--- config.mk ---
export PLATFORM = sky130hd
export DESIGN_NAME = fifo_rd_stream
export DESIGN_NICKNAME = d
export VERILOG_FILES = /design/src/rtl/fifo_pkg.sv /design/src/rtl/fifo_rd_outbuf.sv /design/src/rtl/fifo_rd_stream.sv
export SDC_FILE = /design/constraint.sdc
export NUM_CORES = 1
export LEC_CHECK = 0
export CAP_MARGIN = 20
export CORE_UTILIZATION = 33
export DETAILED_ROUTE_END_ITERATION = 10
export GPL_TIMING_DRIVEN = 0
export SETUP_SLACK_MARGIN = 0.5
export SYNTH_ARGS = -nofsm -noshare
export SYNTH_HDL_FRONTEND = slang
export SYNTH_SLANG_ARGS = --single-unit
--- constraint.sdc ---
create_clock -name i_clk -period 4.2 [get_ports i_clk]
set_input_delay 0.42 -clock i_clk [delete_from_list [all_inputs] [get_ports i_clk]]
set_output_delay 0.42 -clock i_clk [all_outputs]
set_load 0.01 [all_outputs]
--- src/rtl/fifo_pkg.sv ---
// Shared helpers for the dual-clock BRAM FIFO: Gray/binary pointer conversion and default sizing.
package fifo_pkg;

    localparam int unsigned DEF_ADDR_BITS = 6;
    localparam int unsigned PTR_BITS      = DEF_ADDR_BITS + 1;

    // Both helpers work on a 32-bit container; narrower pointers are zero-extended by the caller.
    function automatic logic [31:0] bin2gray(input logic [31:0] b);
        return b ^ (b >> 1);
    endfunction

    function automatic logic [31:0] gray2bin(input logic [31:0] g);
        logic [31:0] b;
        b[31] = g[31];
        for (int i = 30; i >= 0; i--) begin
            b[i] = b[i + 1] ^ g[i];
        end
        return b;
    endfunction

endpackage

--- src/rtl/fifo_rd_outbuf.sv ---
// Two-entry registered skid buffer between the BRAM read port and the AXI-Stream output.
module fifo_rd_outbuf #(
    parameter int unsigned DataW = 8
) (
    input  logic             clk_i,
    input  logic             rst_ni,
    input  logic             in_valid_i,
    input  logic [DataW-1:0] in_data_i,
    output logic [DataW-1:0] out_data_o,
    output logic             out_valid_o,
    input  logic             out_ready_i,
    output logic [1:0]       count_o
);

    logic [DataW-1:0] slot0_q, slot0_d;
    logic [DataW-1:0] slot1_q, slot1_d;
    logic [1:0]       count_q, count_d;
    logic             valid_q;
    logic             pop;

    assign pop = valid_q & out_ready_i;

    always_comb begin
        slot0_d = slot0_q;
        slot1_d = slot1_q;
        count_d = count_q;
        case ({in_valid_i, pop})
            2'b11: begin
                if (count_q == 2'd2) begin
                    slot0_d = slot1_q;
                    slot1_d = in_data_i;
                end else begin
                    slot0_d = in_data_i;
                end
            end
            2'b01: begin
                if (count_q == 2'd2) begin
                    slot0_d = slot1_q;
                end
                count_d = count_q - 2'd1;
            end
            2'b10: begin
                if (count_q == 2'd0) begin
                    slot0_d = in_data_i;
                end else begin
                    slot1_d = in_data_i;
                end
                count_d = count_q + 2'd1;
            end
            default: ;
        endcase
    end

    // Valid is kept as its own flop so the stream handshake is driven straight from a register.
    always_ff @(posedge clk_i) begin
        if (!rst_ni) begin
            slot0_q <= '0;
            slot1_q <= '0;
            count_q <= 2'd0;
            valid_q <= 1'b0;
        end else begin
            slot0_q <= slot0_d;
            slot1_q <= slot1_d;
            count_q <= count_d;
            valid_q <= (count_d != 2'd0);
        end
    end

    assign out_data_o  = slot0_q;
    assign out_valid_o = valid_q;
    assign count_o     = count_q;

endmodule

--- src/rtl/fifo_rd_stream.sv ---
// Read-domain controller of the dual-clock BRAM FIFO: read pointer, empty/level, BRAM read
// addressing and an AXI-Stream master that hides the one-cycle BRAM read latency.
module fifo_rd_stream
    import fifo_pkg::*;
#(
    parameter int unsigned DATA_WIDTH = 8,
    parameter int unsigned ADDR_BITS  = DEF_ADDR_BITS
) (
    input  logic                  i_clk,
    input  logic                  i_reset_n,
    input  logic [ADDR_BITS:0]    i_wr_ptr_gray,
    output logic [ADDR_BITS:0]    o_rd_ptr_gray,
    output logic                  o_mem_rd_en,
    output logic [ADDR_BITS-1:0]  o_mem_rd_addr,
    input  logic [DATA_WIDTH-1:0] i_mem_rd_data,
    output logic [DATA_WIDTH-1:0] m_axis_tdata,
    output logic                  m_axis_tvalid,
    input  logic                  m_axis_tready,
    output logic                  o_empty,
    output logic [ADDR_BITS:0]    o_rd_count
);

    localparam int unsigned PtrW = ADDR_BITS + 1;

    logic [PtrW-1:0] rd_bin_q, rd_bin_d;
    logic [PtrW-1:0] rd_gray_q;
    logic [PtrW-1:0] wr_bin;
    logic            inflight_q;
    logic [1:0]      buf_count;
    logic [1:0]      occ;
    logic            avail, pop, issue;

    assign wr_bin   = PtrW'(gray2bin(32'(i_wr_ptr_gray)));
    assign avail    = (rd_bin_q != wr_bin);
    assign pop      = m_axis_tvalid & m_axis_tready;
    assign occ      = buf_count + {1'b0, inflight_q};
    // A pop this cycle frees a slot for the word that lands two cycles from now.
    assign issue    = avail & ((occ < 2'd2) | pop);
    assign rd_bin_d = rd_bin_q + PtrW'(1);

    always_ff @(posedge i_clk) begin
        if (!i_reset_n) begin
            rd_bin_q   <= '0;
            rd_gray_q  <= '0;
            inflight_q <= 1'b0;
        end else begin
            inflight_q <= issue;
            if (issue) begin
                rd_bin_q  <= rd_bin_d;
                rd_gray_q <= PtrW'(bin2gray(32'(rd_bin_d)));
            end
        end
    end

    fifo_rd_outbuf #(
        .DataW (DATA_WIDTH)
    ) u_outbuf (
        .clk_i       (i_clk),
        .rst_ni      (i_reset_n),
        .in_valid_i  (inflight_q),
        .in_data_i   (i_mem_rd_data),
        .out_data_o  (m_axis_tdata),
        .out_valid_o (m_axis_tvalid),
        .out_ready_i (m_axis_tready),
        .count_o     (buf_count)
    );

    assign o_rd_ptr_gray = rd_gray_q;
    assign o_mem_rd_en   = issue;
    assign o_mem_rd_addr = rd_bin_q[ADDR_BITS-1:0];
    assign o_empty       = ~avail;
    assign o_rd_count    = wr_bin - rd_bin_q;

endmodule
# Yosys cells after proc, flatten, opt, wreduce, memory -nomap -nowiden
# Cells that the tools add are included.
[classes]
n_bitwise = 11
mux = 8
add_sub_neg = 5
n_eq_ne = 9
n_reduce_logical = 6
order_cmp = 1
[ops]
columns = ["op", "count"]
rows = [
  ["$mux W8", 5],
  ["$pmux W8 S3", 1],
  ["$pmux W8 S2", 1],
  ["$add A7 B1 Y7 const B", 1],
  ["$ne A7 B7 Y1", 1],
  ["$sub A7 B7 Y7", 1],
  ["$xor A7 B6 Y7", 1],
  ["$eq A2 B2 Y1 const B", 3],
  ["$ne A2 B1 Y1 const B", 3],
  ["$reduce_and A3 Y1", 2],
  ["$xor A1 B1 Y1", 6],
  ["$pmux W2 S2", 1],
  ["$reduce_bool A2 Y1", 2],
  ["$reduce_bool A3 Y1", 1],
  ["$add A2 B1 Y2", 1],
  ["$add A2 B1 Y2 const B", 1],
  ["$and A1 B1 Y1", 2],
  ["$eq A2 B1 Y1 const B", 1],
  ["$logic_not A2 Y1", 1],
  ["$lt A2 B2 Y1 const B", 1],
  ["$ne A2 B2 Y1 const B", 1],
  ["$sub A2 B1 Y2 const B", 1],
  ["$not A1 Y1", 1],
  ["$or A1 B1 Y1", 1],
]
[word_totals]
word_cells = 47
ff_bits = 34
output_inout_bits = 31

# Depth between registers and ports, before layout
[depth]
word_depth = 8
ltp_mapped = 12

# Modules after synthesis
# From an unflattened synthesis, not the netlist that was laid out.
[unflattened]
hier_cells = 234
hier_area_um2 = 2184.6
[modules_own_cells]
columns = ["module", "seq_area_each_um2", "cells_each", "area_per_inst_um2", "n_inst"]
rows = [
  ["fifo_rd_stream", 280.3, 129, 1112.3, 1],
  ["fifo_rd_outbuf", 380.4, 105, 1072.3, 1],
]

# Worst setup path before layout
# Ideal clock, no wire load.
[synth_timing]
path_kind = "input to output"
start = "input port i_wr_ptr_gray[6]"
end = "output port o_rd_count[6]"
stages = 12
setup_slack_ns = 0.900
t_arrival_ns = 2.880
path_cell_list = "xor3_2 -> xor2_2 -> xnor2_2 -> xor2_2 -> xor2_1 -> ha_1 -> fa_1 -> nor2b_1 -> o21ai_0 -> a21boi_0 -> or4_1 -> nand3_1"
[synth_between]
elab_chain_len = 7
[synth_rtl]
columns = ["item", "line", "rtl"]
rows = [
  ["start: declaration", "fifo_rd_stream.sv:11", "input logic [ADDR_BITS:0] i_wr_ptr_gray,"],
  ["$xor A1 B1 Y1 (6 in series)", "fifo_pkg.sv:16", "b[i] = b[i + 1] ^ g[i];"],
  ["$sub A7 B7 Y7 (*)", "fifo_rd_stream.sv:72", "assign o_rd_count = wr_bin - rd_bin_q;"],
  ["end: declaration", "fifo_rd_stream.sv:20", "output logic [ADDR_BITS:0] o_rd_count"],
]
# Mark *: on every way between the ends. The rest lies on a longest branch, timed or not.

# Final worst setup path
[layout_timing]
start = "input port i_wr_ptr_gray[4]"
end = "output port o_rd_count[6]"
[layout_between]
elab_chain_len = 6
[layout_rtl]
columns = ["item", "line"]
rows = [
  ["$xor A1 B1 Y1 (*)", "fifo_pkg.sv:16"],
  ["$xor A1 B1 Y1 (4 in series)", "fifo_pkg.sv:16"],
  ["$sub A7 B7 Y7 (*)", "fifo_rd_stream.sv:72"],
]
# Marks and branches as above.

==> impl_metrics.csv <==
group,metric,value,unit
floorplan,ios,49,
floorplan,dieArea,6300,µm²
synth,ys_seq_elements,33,
clocking,cts_buffer_depth,2,
timing,fmax,282,MHz
clocking,cts_tree,"yes",
cells_and_area,drive_above_1_share,0.141,
floorplan,fp-row-count,27,
route,wl_met3,124,µm
cells_and_area,num_antenna_cells,0,
power_and_ir_drop,power_density,606,nW/µm²
power_and_ir_drop,irDropWorstVdd,0.000266,V
synth,ys_async_sr_fraction,0,
synth,synth_fp_nets,246,
worst_setup_path,worstPathArrival,3.12,ns
route,wl_met2,2080,µm
global_route,grt_max_degree,11,
synth,synth_area_leaders,"dfxtp_1, xnor2_1, ha_1",
synth,synth_common_cells,"dfxtp_1, inv_1, xnor2_1",
worst_setup_path,worstSetupPathType,"input pin to output pin",
power_and_ir_drop,p_total,1650,µW
global_route,antenna_found_initial,0,
cells_and_area,syn_to_final_growth,38.3,%
route,top_layer,"met4",
timing,rsz0062_at_grt,"false",
power_and_ir_drop,switching_share,0.377,
synth,yosysWarnings,0,
floorplan,dieHeight,79.4,µm
timing,holdWs,0.501,ns
route,wl_per_cell,12.5,µm
global_route,grt_overflow_total,0,
route,first_iter_violations,61,
clocking,postCtsHoldBufs,0,
clocking,numCtsBuffers,5,
placed_design,place.gp.congestion,0.773,
global_route,grt_pass1_vias,1525,
power_and_ir_drop,p_clk_frac,0.147,
worst_setup_path,cp-end-kind,"output pin",
synth,yosysSeqAreaShare,0.335,
route,drc,0,
floorplan,design.core.area,5640,µm²
route,dr.pass1.iters,4,
timing,finalSetupViolations,0,
worst_setup_path,cpMaxStageDelayCell,"xor3_2",
worst_setup_path,critPathMostFrequentCell,"buf_2",
power_and_ir_drop,pwr-share-comb,0.563,
worst_setup_path,critical_path_buf_inv_count,2,
placed_design,dp_slack,-0.422,ns
power_and_ir_drop,p_sw,623,µW
placed_design,port_buffers,48,
synth,synth_cells,216,
timing,tightest_slew,0.873,ns
timing,finalHoldViolCount,0,
placed_design,hpwlAfterDp,3160,µm
clocking,clkSinkCount,33,
worst_setup_path,cp_max_fo,2,
timing,slew_headroom,0.417,
timing,layout_min_cycle_time,3.54,ns
timing,finClkSkew,0.00378,ns
timing,setup_ws,0.659,ns
clocking,cts.reportedPaths.clkPinSlew,0.06,ns
worst_setup_path,worstPathRequired,3.78,ns
timing,finalMaxSlewViolations,0,
synth,synth_edf_count,0,
route,vias_per_cell,4.73,
global_route,gr-usage-all-layers,0.150,
power_and_ir_drop,p_int,1030,µW
synth,ys_types,40,
route,ant_nets,0,
worst_setup_path,cp_cell_sequence,"buf_2 -> xor3_2 -> xor2_4 -> xnor2_2 -> xor2_2 -> xor2_1 -> ha_2 -> fa_2 -> nor2b_1 -> o21ai_2 -> a21boi_2 -> or4_1 -> nand3_1 -> buf_2",
floorplan,initial_core_util,0.350,
floorplan,die_w,79.4,µm
min_path,min_path_type,"flop to flop",
worst_setup_path,cp_top_family,"XOR/XNOR gates",
synth,syn_area,1970,µm²
synth,synth_flop_cell,"dfxtp_1",
job,max_cap_violations,0,
synth,synth_top_area_frac,0.335,
clocking,htree_levels,2,
synth,yosysTopAreaCell,"dfxtp_1",
placed_design,place_area,2540,µm²
synth,synth.most_common_cell,"dfxtp_1",
worst_setup_path,cp-start-kind,"input pin",
cells_and_area,design_area,2730,µm²
route,routed_wl,4440,µm
cells_and_area,nets,313,
clocking,cts_root_buffer,"clkbuf_8",
worst_setup_path,max_stage_delay,0.48,ns
power_and_ir_drop,leakage,0.00118,µW
timing,post-route-period-util,0.843,
outcome,status,"completed",
power_and_ir_drop,p_seq_frac,0.290,
synth,avgSynthCellArea,9.14,µm²
route,via_count,1678,
global_route,grt_pass1_wl,7200,µm
clocking,clock_latency,0.28,ns
route,met1_length,2160,µm
-- area by class of cell --
| type | count | area (µm²) |
|---|---|---|
| fillers | 568 | 2910 |
| multi-input cells | 160 | 1260 |
| flip-flops and latches | 33 | 661 |
| repair buffers | 60 | 542 |
| well taps | 72 | 90.1 |
| clock buffers | 7 | 86.3 |
| inverters | 17 | 63.8 |
| plain buffers | 6 | 27.5 |
-- worst register-to-register path, stage by stage (launching register included) --
cell and delay, ns:
dfxtp_1 0.44, inv_1 0.12, ha_1 0.37, nand4_1 0.17, nor3_4 0.20, buf_4 0.16, nor2_4 0.05, buf_4 0.20
xor2_1 0.13, and2_1 0.16
-- stage by stage --
stage / std cells / setup TNS [ns] / utilization
after floorplan: 216 / 0 / -
after global placement: 336 / -0.832 / 0.451
after detailed placement: 336 / -1.13 / 0.451
after CTS: 352 / 0 / 0.479
after global routing: 355 / 0 / 0.484
final: 355 / 0 / 0.484
-- sequential cells by signal (all words and copies together), names as in the netlist --
register              count
u_outbuf.out_data_o       8
o_rd_ptr_gray             6
u_outbuf.out_valid_o      1
rd_bin_q                  7
u_outbuf.count_o          2
u_outbuf.slot1_q          8
inflight_q                1
-- power groups by stage --
stage	clock, µW	sequential (µW)	combinational [µW]
floorplan	0	503	521
global placement	0	484	875
detailed placement	0	486	881
CTS	252	481	912
global route	266	494	1030
finish	242	479	932
-- final timing paths --
path,start,endpoint,slack (ns),cells after the start
setup reg to reg,rd_bin_q[3],rd_bin_q[0],2.09,9
hold reg to reg,u_outbuf.out_data_o[7],u_outbuf.out_data_o[7],0.50,1
hold / removal,u_outbuf.out_data_o[7],u_outbuf.out_data_o[7],0.50,1
setup / recovery,i_wr_ptr_gray[4],o_rd_count[6],0.66,14
-- logic make-up (layout without fill, tap and decap cells) --
logic type	count (synthesis)	after routing	share of synthesized area
AO/OA/AOI/OAI	41	41	0.150
XOR/XNOR	28	28	0.144
adder cells (fa/ha/maj)	12	12	0.0798
buffers and inverters	23	90	0.0463
flip-flops	33	33	0.335
multiplexers	11	11	0.0558
AND/OR/NAND/NOR	68	68	0.189
-- cells in the final DEF (no fill, tap or decap), drive strengths merged, types with 3 or more instances in the layout --
cell,synthesis,layout
a21oi,9,9
a22oi,8,8
o21ai,7,7
dlygate4sd2,0,3
nand3,4,4
xor2,9,9
a21boi,3,3
mux2i,11,11
nor2,8,8
and2,9,9
inv,17,17
nor3,7,7
nor2b,13,13
buf,2,18
nand2,16,16
xnor2,18,18
clkdlybuf4s50,0,40
ha,11,11
clkbuf,4,12
o211a,8,8
dfxtp,33,33
-- what timing repair did --
action / CTS / global route
endpoints found under the setup margin: 8 / 5
gates resized for setup: 29 / 4
pin swaps: 12 / 5
setup buffers: 9 / 3
-- per-layer routing --
metal | up-vias | track usage
li1 | 869 | -
met1 | 776 | 0.196
met2 | 27 | 0.237
met3 | 6 | 0.0276
met4 | 0 | 0.0709
met5 | - | 0
No activity file was read; power rests on OpenSTA's default activity.
